[config.mk]
export PLATFORM = sky130hd
export DESIGN_NAME = uart_tx_arbiter
export DESIGN_NICKNAME = d
export VERILOG_FILES = /design/src/rtl/uart_tx_arbiter.sv
export SDC_FILE = /design/constraint.sdc
export NUM_CORES = 1
export LEC_CHECK = 0
export CORE_ASPECT_RATIO = 0.8
export CORE_UTILIZATION = 50
export CTS_BUF_LIST = sky130_fd_sc_hd__clkbuf_4
export CTS_CLUSTER_SIZE = 28
export DETAILED_ROUTE_END_ITERATION = 10
export PLACE_DENSITY_LB_ADDON = 0.15
export SYNTH_ARGS = -nofsm -noshare
export SYNTH_HDL_FRONTEND = slang
export SYNTH_SLANG_ARGS = --single-unit
[constraint.sdc]
create_clock -name sys_clk -period 2.1 [get_ports sys_clk]
set_clock_uncertainty 0.1 [all_clocks]
set_input_delay 0.42 -clock sys_clk [delete_from_list [all_inputs] [get_ports sys_clk]]
set_output_delay 0.42 -clock sys_clk [all_outputs]
set_load 0.02 [all_outputs]
[src/rtl/uart_tx_arbiter.sv]
// uart_tx_arbiter
//   Two requesters share one UART TX line. A round-robin arbiter picks a
//   requester, latches its byte on the grant edge and sends it as an 8N1 frame.
//   The bit rate comes from a bit-enable counter that divides sys_clk. There is
//   no derived clock.
//
// Ports
//   sys_clk        system clock, rising edge
//   reset          asynchronous reset, active low
//   req0/data0     requester 0 request and byte; data held stable while req0 is high
//   ack0           one-cycle pulse when requester 0's byte is accepted
//   req1/data1     requester 1 request and byte
//   ack1           one-cycle pulse when requester 1's byte is accepted
//   tx             serial output, idles high
//   busy           high while a frame is on the line
//   last_grant     index of the most recently served requester
//
// BAUD_DIV is the number of sys_clk cycles per bit. Legal range is 2..8191.
module uart_tx_arbiter #(
  parameter int BAUD_DIV = 5208
) (
  input  logic       sys_clk,
  input  logic       reset,
  input  logic       req0,
  input  logic [7:0] data0,
  output logic       ack0,
  input  logic       req1,
  input  logic [7:0] data1,
  output logic       ack1,
  output logic       tx,
  output logic       busy,
  output logic       last_grant
);

  localparam logic [12:0] BAUD_LAST = 13'(BAUD_DIV - 1);

  typedef enum logic {IDLE, SEND} state_t;

  state_t      state;
  logic [9:0]  shift;     // {stop, data[7:0], start}; bit 0 drives the line
  logic [12:0] baud_cnt;
  logic [3:0]  bit_cnt;

  logic grant_any;
  logic grant_idx;

  // On contention, grant the requester that was not served last.
  // With a single request, grant that requester.
  always_comb begin
    grant_any = req0 | req1;
    grant_idx = (req0 && req1) ? ~last_grant : req1;
  end

  // tx comes straight from a register bit. Reset fills shift with ones, so
  // tx goes high asynchronously. A completed frame also leaves all ones
  // behind, so the line idles high without extra logic.
  assign tx = shift[0];

  always_ff @(posedge sys_clk or negedge reset) begin
    if (!reset) begin
      state      <= IDLE;
      shift      <= '1;
      baud_cnt   <= '0;
      bit_cnt    <= '0;
      ack0       <= 1'b0;
      ack1       <= 1'b0;
      busy       <= 1'b0;
      last_grant <= 1'b1;
    end else begin
      ack0 <= 1'b0;
      ack1 <= 1'b0;
      case (state)
        IDLE: begin
          if (grant_any) begin
            ack0       <= ~grant_idx;
            ack1       <= grant_idx;
            last_grant <= grant_idx;
            shift      <= {1'b1, (grant_idx ? data1 : data0), 1'b0};
            baud_cnt   <= '0;
            bit_cnt    <= '0;
            busy       <= 1'b1;
            state      <= SEND;
          end
        end
        SEND: begin
          if (baud_cnt == BAUD_LAST) begin
            baud_cnt <= '0;
            shift    <= {1'b1, shift[9:1]};
            bit_cnt  <= bit_cnt + 4'd1;
            // The stop bit has now lasted a full bit period.
            if (bit_cnt == 4'd9) begin
              busy  <= 1'b0;
              state <= IDLE;
            end
          end else begin
            baud_cnt <= baud_cnt + 13'd1;
          end
        end
        default: state <= IDLE;
      endcase
    end
  end

endmodule

==> qor_table.md <==
| Stage | Result | Value |
| --- | --- | --- |
| detailed routing | Number of vias in the routed layout | 1365 |
| final layout | Proportion of layout cells with a drive suffix above 1 | 23.5% |
| pwr | Power Dens Cells | 762 mW/mm2 |
| floorplan | Chip Height | 52.8 um |
| logic synthesis | Combinational family with the most area after synthesis | simple AND/OR/NAND/NOR gates |
| logic synthesis | Library cell with the highest instance count after synthesis | sky130_fd_sc_hd__dfrtp_1 |
| logic synthesis | Xor and xnor fraction of the mapped netlist area | 1.63% |
| sta | Hold Vio Cnt, Final | 0 |
| logic synthesis | List of most frequent post-synthesis cells | 21 x sky130_fd_sc_hd__dfrtp_1, 18 x sky130_fd_sc_hd__o21ai_0, 15 x sky130_fd_sc_hd__nand2_1 |
| logic synthesis | Post-synthesis cell area | 0.00161 mm2 |
| sta | Tmin final | 2.06 ns |
| final layout | Storage element area | 788 um2 |
| detailed routing | WL per Instance | 14.8 um |
| logic synthesis | Share of synthesized cell area in full adder, half adder and majority cells | 2.33% |
| final layout | Layout filler cell count | 233 |
| clock network | Clock transition at path regs | 0.12 ns |
| logic synthesis | Portion of netlist area occupied by mux cells | 10.5% |
| logic synthesis | Number of enable-type register cells in the synthesized netlist | 0 |
| outcome | Status | complete, no violations |
| sta | RSZ-0062 raised after global routing | yes |
| clock network | # hold bufs at CTS | 0 |
| logic synthesis | Flip-flop and latch count after synthesis | 31 |
| setup path | Endpoint class of the critical path | register |
| sta | Setup violators final | 0 |
| placement | Placement-stage worst setup slack | -0.0648 ns |
| placement | Total half-perimeter wirelength after legalization and detailed placement | 2540 um |
| setup path | Startpoint kind of the worst setup timing path | register |
| logic synthesis | Sequential fraction of the synthesis area | 49.0% |
| floorplan | Die span in x | 65.5 um |
| setup path | Stage delay of the slowest cell on the critical path | 0.53 ns |
| logic synthesis | Share of the synthesized area in compound gates (AO/OA/AOI/OAI) | 13.4% |
| floorplan | Die area | 0.00345 mm2 |
| logic synthesis | Biggest area contributors in the synthesized netlist | sky130_fd_sc_hd__dfrtp_1 33%, sky130_fd_sc_hd__dfstp_2 16%, sky130_fd_sc_hd__mux2i_1 5.6% |
| global routing | GRT Util Overall | 23.2% |
| logic synthesis | Average instance area after synthesis | 10.1 um2 |
| setup path | Required time of the worst setup path | 2.28 ns |
| floorplan | Core Box Area | 0.00309 mm2 |
| sta | Final period utilization | 98.0% |
| sta | Max Transition Viols Final | 0 |
| logic synthesis | Post-synth ARST share | 100% |
| clock network | Root Buffer | sky130_fd_sc_hd__clkbuf_4 |
| detailed routing | Iter 0 DRT Violations | 76 |
| floorplan | Boundary Pins | 25 |
| clock network | Clock insertion delay at the later pin of the skew report | 0.34 ns |
| global routing | Wire length of the first global-routing pass | 5780 um |
| logic synthesis | Mapped Cells | 160 |
| sta | Highest Clock Rate | 486 MHz |
| final layout | Nets | 222 |
| detailed routing | First-pass detailed-route iteration total | 4 |
| hold path | Class of the tightest hold or removal check | in2async |
| final layout | Area delta synth->final | 28.8% |
| setup path | CP cell instances | or4_4 -> or4_4 -> or3_4 -> a21oi_2 |
| clock network | Clock tree from TritonCTS | done |
| sta | Slew of the pin with the lowest slew margin | 0.385 ns |
| run | Count of maximum capacitance violations | 0 |
| global routing | Pin count of the biggest net entering global routing | 32 |
| logic synthesis | Post-synth top area cell | sky130_fd_sc_hd__dfrtp_1 |
| final layout | Layout Utilization | 67.2% |
| global routing | Total congestion overflow | 0 |
| placement | Quantity of I/O buffers inserted on ports | 24 |
| pwr | Worst voltage drop across the vdd grid | 0.464 mV |
| sta | Setup ws final | 0.0418 ns |
| clock network | Sinks on the clock net | 31 |
| global routing | Antenna violations before repair | 0 |
| detailed routing | # DRC | 0 |
| detailed routing | Via density | 5.69 |
| final layout | Diode count | 0 |
| logic synthesis | Syn_nets | 183 |
| logic synthesis | Area share of the largest cell type after synthesis | 32.6% |
| detailed routing | Routed Wire Length | 3550 um |
| clock network | Number of levels the H-tree was split into | 2 |
| logic synthesis | Dominant register cell in the synthesized netlist | sky130_fd_sc_hd__dfrtp_1 |
| pwr | Leakage power | 0.000929 uW |
| setup path | Critical Path Slowest Stage Cell | sky130_fd_sc_hd__or4_4 |
| logic synthesis | Library cells used by synthesis | 40 |
| setup path | Type of the setup path with the least slack | reg2reg |
| floorplan | Number of core rows | 18 |
| setup path | Data arrival at the endpoint of the critical path | 2.24 ns |
| setup path | Worst Path Max Fanout | 5 |
| logic synthesis | Yosys Warn Count | 0 |
| logic synthesis | Simple-gate portion of the synthesized area | 19.3% |
| floorplan | Initial Utilization | 52.2% |
| detailed routing | Number of nets still failing antenna checks after routing | 0 |
| sta | Max-slew headroom | 74.3% |
| placement | RePlAce Congestion | 0.826 |
| global routing | Number of global-route vias before repair | 1284 |
| pwr | Power after layout | 1580 uW |
| setup path | Cell mode on critical path | sky130_fd_sc_hd__or4_4 |
| clock network | Bufs on Longest Clock Path | 2 |
| final layout | Footprint of the multi-input gates | 777 um2 |
| clock network | Number of buffers added by the clock tree synthesis step | 5 |
[metal layers]
metal / up-vias / part of all wire (%) / wire length [um] / global-route usage, %
li1: 654 / - / - / -
met1: 674 / 48 / 1720 / 30.6
met2: 33 / 47 / 1680 / 35.6
met3: 4 / 3.6 / 127 / 6.52
met4: 0 / 0.73 / 26 / 9.78
met5: - / 0 / 0 / 0
[registers in the layout, summed over array words and instances, names as in the netlist]
register and cells:
shift 9, bit_cnt 4, state 1, ack1 1, busy 1, ack0 1, last_grant 1, baud_cnt 13
[kinds of logic (layout without fill, tap and decap cells)]
family | after synthesis | after routing
xor+xnor | 3 | 3
fa+ha+maj | 3 | 3
mux | 16 | 16
buf+inv | 14 | 54
compound gates | 34 | 34
flops | 31 | 31
simple gates | 59 | 59
[worst paths after layout]
kind | startpoint | end | slack, ns | cells past startpoint
worst max-delay path | baud_cnt[7] | bit_cnt[3] | 0.04 | 4
worst min-delay path | reset | baud_cnt[12] | 0.36 | 2
worst max register to register | baud_cnt[7] | bit_cnt[3] | 0.04 | 4
worst min register to register | shift[0] | shift[0] | 0.40 | 2
max in group asynchronous | reset | shift[3] | 1.19 | 2
min in group sys_clk | shift[0] | shift[0] | 0.40 | 2
[per-stage QoR]
stage / cells / hold WS, ns / cell area (um2) / setup TNS [ns]
floorplan: 160 / 0.0244 / 1610 / -0.00187
global placement: 229 / 0.354 / 1960 / -0.145
detailed placement: 229 / 0.370 / 1960 / -0.395
CTS: 237 / 0.376 / 2040 / 0
global route: 240 / 0.391 / 2070 / -0.0135
finish: 240 / 0.356 / 2070 / 0
[final cells by class]
class	instances	area share, %
multi-input cells	115	37.5
flip-flops and latches	31	38.0
repair buffers	40	17.4
clock inverters	3	1.87
inverters	6	1.09
clock buffers	5	1.81
well taps	40	2.41
[placed cells by master, fill, tap and decap left out, types with 2 or more instances in the layout]
cell / n
sky130_fd_sc_hd__dfstp_2: 10
sky130_fd_sc_hd__mux2_2: 6
sky130_fd_sc_hd__inv_1: 5
sky130_fd_sc_hd__o21ai_0: 18
sky130_fd_sc_hd__dfrtp_1: 21
sky130_fd_sc_hd__nor3_1: 5
sky130_fd_sc_hd__a22o_1: 4
sky130_fd_sc_hd__or4_4: 2
sky130_fd_sc_hd__xnor2_1: 2
sky130_fd_sc_hd__nand2_1: 15
sky130_fd_sc_hd__clkdlybuf4s50_1: 24
sky130_fd_sc_hd__ha_1: 3
sky130_fd_sc_hd__and2_1: 3
sky130_fd_sc_hd__nand3_1: 6
sky130_fd_sc_hd__and3_1: 5
sky130_fd_sc_hd__clkbuf_4: 5
sky130_fd_sc_hd__buf_4: 16
sky130_fd_sc_hd__mux2i_1: 9
sky130_fd_sc_hd__o22ai_1: 2
sky130_fd_sc_hd__nor2_1: 8
sky130_fd_sc_hd__or3_1: 3
sky130_fd_sc_hd__nand4_1: 4
[repair_timing]
action	in CTS	in global routing
setup endpoints to repair	9	9
gates resized for setup	2	4
buffers inserted	0	3
[worst max-delay path, delay by kind of cell (launching register included)]
family	cells	cell delay [ns]
and+or+nand+nor	3	1.37
DFF	1	0.40
AOI/OAI and AO/OA	1	0.13
[power breakdown]
part	switching [uW]	internal, uW	total (uW)	leakage (uW)
registers	81.7	686	768	0.000361
logic	150	199	349	0.000526
clock network	219	245	464	0.0000426
total	451	1130	1580	0.000929
(Power assumes the default switching activity.)
==> RTL edit 1, RTL diff (same flow settings) <==
Compare `bit_cnt` against `4'd9` with >= in place of ==.
--- a/src/rtl/uart_tx_arbiter.sv
+++ b/src/rtl/uart_tx_arbiter.sv
@@ -90,3 +90,3 @@
             // The stop bit has now lasted a full bit period.
-            if (bit_cnt == 4'd9) begin
+            if (bit_cnt >= 4'd9) begin
               busy  <= 1'b0;
Formal check against the unedited RTL: same outputs for any inputs over 10 cycles, from zero or initial values and one cycle with reset low; that may be too few to reach the edited logic, so the function may still have changed.
==> RTL edit 1 against the unedited design <==
  * The run now ends with negative setup slack left
  * Synthesized area rose by 2.9%
  * Sequential power increased by 2%
  * Sequential cell count stayed put
  * Global-route usage rose by 0.31 points
  * Sequential share of layout area down 0.70 points
  * Synthesized cell count increased by 5.6%
  * Setup slack lost 0.059 ns
  * Non-clock buffer count increased by 1
  * Final area increased by 1.9%
  * Combinational power rose by 18%
  * Total power down 2.0%
  * Wire length decreased by 0.70%
  * Critical path type unchanged
  * Critical endpoint is now bit_cnt[2]
  * Largest cell class is now multi-input combinational cells
  * Highest routed layer unchanged
==> RTL edit 1: results (changes against the unedited design) <==
The static leakage came out at 0.916 nW (-1.4%). The internal power of the cells came out at 1.07 mW (-5.1%). The clock latency reported for the late side of the worst-skew pair is 0.34 ns (about the same). The final reports fail on negative setup slack. The most used flip-flop cell after synthesis is dfrtp_1.

The fraction of final layout cells with drive strength greater than 1 came out at 0.244 (+0.00902). By area the synthesized netlist is led by dfrtp_1 32%, dfstp_2 16%, mux2i_1 6.0%. For this design, the slowest cell found on the critical path is or4_4. The first-pass GRT wire length is 5.85 mm (+1.3%). The share of async-settable or async-resettable flops after synthesis is 1.00 (unchanged).

The combinational group share of total power is 0.265 (+0.044). The detailed-routing iteration count for the pre-antenna-repair pass came out at 4 (unchanged). The per-cell via count in the routed design came out at 5.60 (-1.5%). The post-synthesis share of cell area spent on full adders, half adders and majority gates is 0.0302 (+0.00690). The number of hold violations in the final report came out at 0 (unchanged). The detailed placer's ending HPWL came out at 2.54 mm (+0.11%). The standard cell area after detailed placement came to 0.00203 sq mm (+3.8%). The wire length per cell is 14.2 um (-4.3%). The Yosys warning count is 0 (unchanged).

The number of nets produced by synthesis is 193 (+5.5%). The number of H-tree branching levels is 2 (unchanged). The number of fill cells is 237 (+1.7%). The largest registers in the layout are baud_cnt x13, shift x9, bit_cnt x4. The via count of the first global-routing pass is 1280 (-0.31%). The xor/xnor share of the synthesized area came to 0.0159 (-0.000456).

The run finished, with violations left. The pin count of the biggest net entering global routing came to 32 (unchanged). The number of nets in the layout came out at 232 (+4.5%). The number of setup violations in the final report was 2 (+2).

The proportion of synthesized area in mux cells is 0.108 (+0.00311). The least setup slack across all paths after layout is -0.0171 ns (-0.0589 ns). In this run the worst hold path is classified as primary input to asynchronous set/reset pin. The transition time at the pin with the least slew margin is 0.390 ns (+0.00419 ns). The peak fanout along the critical path came out at 3 (-2). The final worst hold slack came out at 0.360 ns (+0.00426 ns). By count the netlist is led by 21 x dfrtp_1, 20 x o21ai_0, 16 x nand2_1. The clock-pin slew on the worst setup and hold paths is 0.10 ns (-0.02 ns). The count of cell types in the netlist is 36 (-10%). The pre-CTS setup slack came out at -0.0221 ns (+0.0427 ns). The number of diodes is 0 (unchanged). The final RePlAce weighted congestion came out at 0.879 (+6.4%). The compound-gate portion of the synthesized area is 0.147 (+0.0136). The highest ir drop seen on vdd was 0.000645 V (+39%). The number of antenna violations at the first check in global routing came out at 0 (unchanged).

The longest individual stage delay on the worst path is 0.55 ns (+0.02 ns). In this design, the largest share of critical-path delay is due to simple AND/OR/NAND/NOR gates. The root buffer selected by CTS is clkbuf_4.

The overall routing resource usage was 0.235 (+0.00306). The maximum buffer depth of the clock tree came out at 2 (unchanged). The TritonCTS buffer count came out at 5 (unchanged). The violation count after the first detailed-route iteration is 79 (+3.9%). The critical path arrival is 2.29 ns (+0.05 ns). The sequential fraction of the synthesis area is 0.476 (-0.0137). The number of I/O port buffers came out at 24 (unchanged).
==> RTL edit 1: cell types whose count changed in the layout (fill, tap and decap cells not counted), moves of 3 or more <==
cell / delta
a21oi_1: +9
nor2_1: -3
a22o_1: -3
inv_1: +4
and3_1: -5
a21o_1: +3
==> RTL edit 1: path summary, 6_finish.rpt <==
kind | start | end | depth (start not counted)
min in group sys_clk | shift[1] | shift[0] | 2
max reg2reg | baud_cnt[3] | bit_cnt[2] | 4
max | baud_cnt[3] | bit_cnt[2] | 4
max in group asynchronous | reset | shift[6] | 2
min | reset | bit_cnt[2] | 2
min reg2reg | shift[1] | shift[0] | 2
==> RTL edit 1: logic make-up after synthesis <==
group / after synthesis
XOR/XNOR: 3
AND/OR/NAND/NOR: 54
adder cells (fa/ha/maj): 4
flip-flops: 31
AO/OA/AOI/OAI: 42
buffers and inverters: 18
multiplexers: 17
==> RTL edit 1: what timing repair did <==
action,in CTS,in global routing
setup endpoints to repair,2,13
resized for setup,3,5
setup buffers,0,0
pin swaps,0,1
hold buffers,0,0
endpoints found under the hold margin,0,0
==> RTL edit 1: final cells by class <==
class | count | area, sq um | area share
Sequential cell | 31 | 788 | 0.373
Tap cell | 40 | 50.0 | 0.0237
Multi-Input combinational cell | 120 | 816 | 0.386
Clock buffer | 7 | 52.6 | 0.0249
Clock inverter | 1 | 5.00 | 0.00237
Inverter | 9 | 33.8 | 0.0160
Timing Repair Buffer | 41 | 368 | 0.174
==> RTL edit 1: metal layers <==
layer,up-vias,share of wire,wire length (um),track usage
met4,0,0.022,77,0.113
met1,658,0.48,1700,0.315
met2,48,0.44,1540,0.350
li1,682,-,-,-
met5,-,0,0,0
met3,7,0.058,206,0.0625
==> RTL edit 1: worst reg2reg max path: stages, from the launching register on <==
cell and delay, ns:
dfrtp_1 0.40, or4b_4 0.53, or4_4 0.55, or3_1 0.32, a21oi_1 0.14
==> RTL edit 1: metrics by stage <==
| stage | cells | setup TNS (ns) | total power [mW] |
|---|---|---|---|
| after detailed placement | 241 | -0.0376 | 1.19 |
| after CTS | 249 | -0.00781 | 1.55 |
| after global routing | 249 | -0.210 | 1.64 |
| final | 249 | -0.0316 | 1.55 |
| after global placement | 241 | 0 | 1.18 |
| after floorplan | 169 | -0.207 | 1.01 |
==> RTL edit 1: power by group through the flow <==
stage	clock network (mW)	registers (mW)	logic, mW
global placement	0	0.781	0.394
CTS	0.369	0.776	0.406
global route	0.393	0.793	0.457
finish	0.358	0.781	0.411
detailed placement	0	0.783	0.405
floorplan	0	0.787	0.219
==> RTL edit 2, RTL diff (same settings) <==
Without the edit above. The parameter `BAUD_DIV` goes from 5208 to 2604.
--- a/src/rtl/uart_tx_arbiter.sv
+++ b/src/rtl/uart_tx_arbiter.sv
@@ -19,3 +19,3 @@
 module uart_tx_arbiter #(
-  parameter int BAUD_DIV = 5208
+  parameter int BAUD_DIV = 2604
 ) (
Function: no difference found for any inputs over 10 cycles, from zero or initial values and one cycle with reset low; that may be too few to reach the edited logic, so the function may still have changed.
==> RTL edit 2 against the unedited design <==
  * Non-clock buffer count decreased by 8
  * Total power increased by 8.1%
  * Final area decreased by 0.48%
  * Synthesized cell count increased by 6.3%
  * Sequential cell count unchanged
  * Utilization decreased by 1.8 points
  * Setup slack improved by 0.043 ns
  * Wire length increased by 1.1%
  * Synthesized area increased by 4.7%
  * Cell count increased by 0.83%
  * Critical path type is now flop to output pin
==> RTL edit 2: results (changes against the unedited design) <==
The number of H-tree branching levels came out at 2 (unchanged). The first-pass GRT wire length came out at 6.24 mm (+8.1%). Broken down by cell family, the worst path's largest delay share belongs to buffers and inverters. The standard cell area after detailed placement came out at 0.00200 sq mm (+2.0%). The root buffer selected by CTS is clkbuf_4. The amount of wire on met2 after detailed routing came out at 1.71 mm (+1.9%). The register-to-register setup slack came out at 0.13 ns (+0.09 ns). The classification of the worst setup path is flop to output pin. The commonest cells after synthesis are 27 x nand2_1, 21 x dfrtp_1, 20 x o21ai_0. The count of cell types in the netlist is 37 (-7.5%). The overall routing resource usage came out at 0.243 (+0.0115). The combinational power came out at 379 uW (+8.6%). The worst-path cell with the longest stage delay is clkdlybuf4s50_1. The static leakage came out at 0.872 nW (-6.1%).

The highest ir drop seen on vdd came out at 0.000455 V (-2.0%). The flow ran to the end, and the final reports show no timing, DRC or antenna violations. The longest individual stage delay on the worst path is 0.60 ns (+0.07 ns).

The non-filler instance count after layout came to 242 (+0.83%). The fraction of final layout cells with drive strength greater than 1 came out at 0.183 (-0.0518). The number of nets in the layout came out at 224 (+0.90%). The clock-pin slew on the worst setup and hold paths is 0.10 ns (-0.02 ns). The detailed-route via count is 1414 (+3.6%). The number of gates given a new drive strength after cts was 0 (-2). The final RePlAce weighted congestion came out at 0.812 (-1.8%). Sorting the synthesized cells by area gives the leading types as dfrtp_1 31%, dfstp_2 16%, nand2_1 6.0%. The share of async-settable or async-resettable flops after synthesis came to 1.00 (unchanged). The internal power of the cells was 1.12 mW (-1.2%). The peak fanout along the critical path is 4 (-1).

The number of nets produced by synthesis came out at 193 (+5.5%). The worst register-to-register path begins at baud_cnt[7]. The detailed placer's ending HPWL came out at 2.55 mm (+0.57%).

The pre-CTS setup slack came out at 0.00127 ns (+0.0661 ns). The most critical setup path has its startpoint at last_grant. The Yosys warning count came to 0 (unchanged). The post-synthesis average cell area was 9.92 sq um (-1.4%). The wire length per cell is 14.8 um (+0.23%). The largest registers in the layout are baud_cnt x13, shift x9, bit_cnt x4. The power consumed by the clock network came to 375 uW (-19%). The transition time at the pin with the least slew margin is 0.397 ns (+0.0119 ns). The total met3 wirelength after detailed routing is 206 um (+62%).

The critical path arrival is 1.50 ns (-0.74 ns). The placed cell count came out at 233 (+1.7%). The maximum buffer depth of the clock tree came out at 2 (unchanged).

The highest attainable clock frequency is 496 MHz (+2.1%). The number of antenna violations at the first check in global routing came to 0 (unchanged). The final worst hold slack was 0.355 ns (-0.00140 ns). The sequential fraction of the synthesis area was 0.467 (-0.0222). The wire length the detailed router placed on met1 was 1.63 mm (-5.3%).
## RTL edit 2: cell types whose count changed after synthesis, moves of 3 or more
| cell | delta |
|---|---|
| clkbuf_1 | +3 |
| a41oi_1 | +3 |
| a31oi_1 | +5 |
| and3_1 | -4 |
| nor3_1 | -3 |
| nor2_1 | -4 |
| a21oi_1 | +4 |
| nand2_1 | +12 |
| or4_1 | -3 |
## RTL edit 2: final cells by class
type,instances,area [sq um]
Clock buffer,8,60.1
Fill cell,258,1090
Inverter,6,22.5
Multi-Input combinational cell,125,843
Sequential cell,31,788
Tap cell,40,50.0
Timing Repair Buffer,32,300
## RTL edit 2: cell families (layout without fill, tap and decap cells)
group,Yosys count,in the layout,share of synthesized area
AND/OR/NAND/NOR,56,56,0.180
AO/OA/AOI/OAI,44,44,0.166
flip-flops,31,31,0.467
multiplexers,17,17,0.106
buffers and inverters,14,46,0.0326
XOR/XNOR,5,5,0.0260
adder cells (fa/ha/maj),3,3,0.0223
## RTL edit 2: metal layers
metal | vias up | track usage
met5 | - | 0
li1 | 680 | -
met2 | 45 | 0.412
met4 | 0 | 0.0922
met1 | 683 | 0.285
met3 | 6 | 0.0869
## RTL edit 2: worst paths after layout
kind	end	cells after the start
setup / recovery	last_grant	1
hold / removal	baud_cnt[2]	2
setup reg to reg	shift[7]	4
hold reg to reg	shift[0]	2
max in group asynchronous	shift[0]	2
min in group sys_clk	shift[0]	2
## RTL edit 2: repair_timing
| action | in CTS | in global routing |
|---|---|---|
| endpoints found under the hold margin | 0 | 0 |
| buffers inserted | 0 | 1 |
| endpoints found under the setup margin | 0 | 1 |
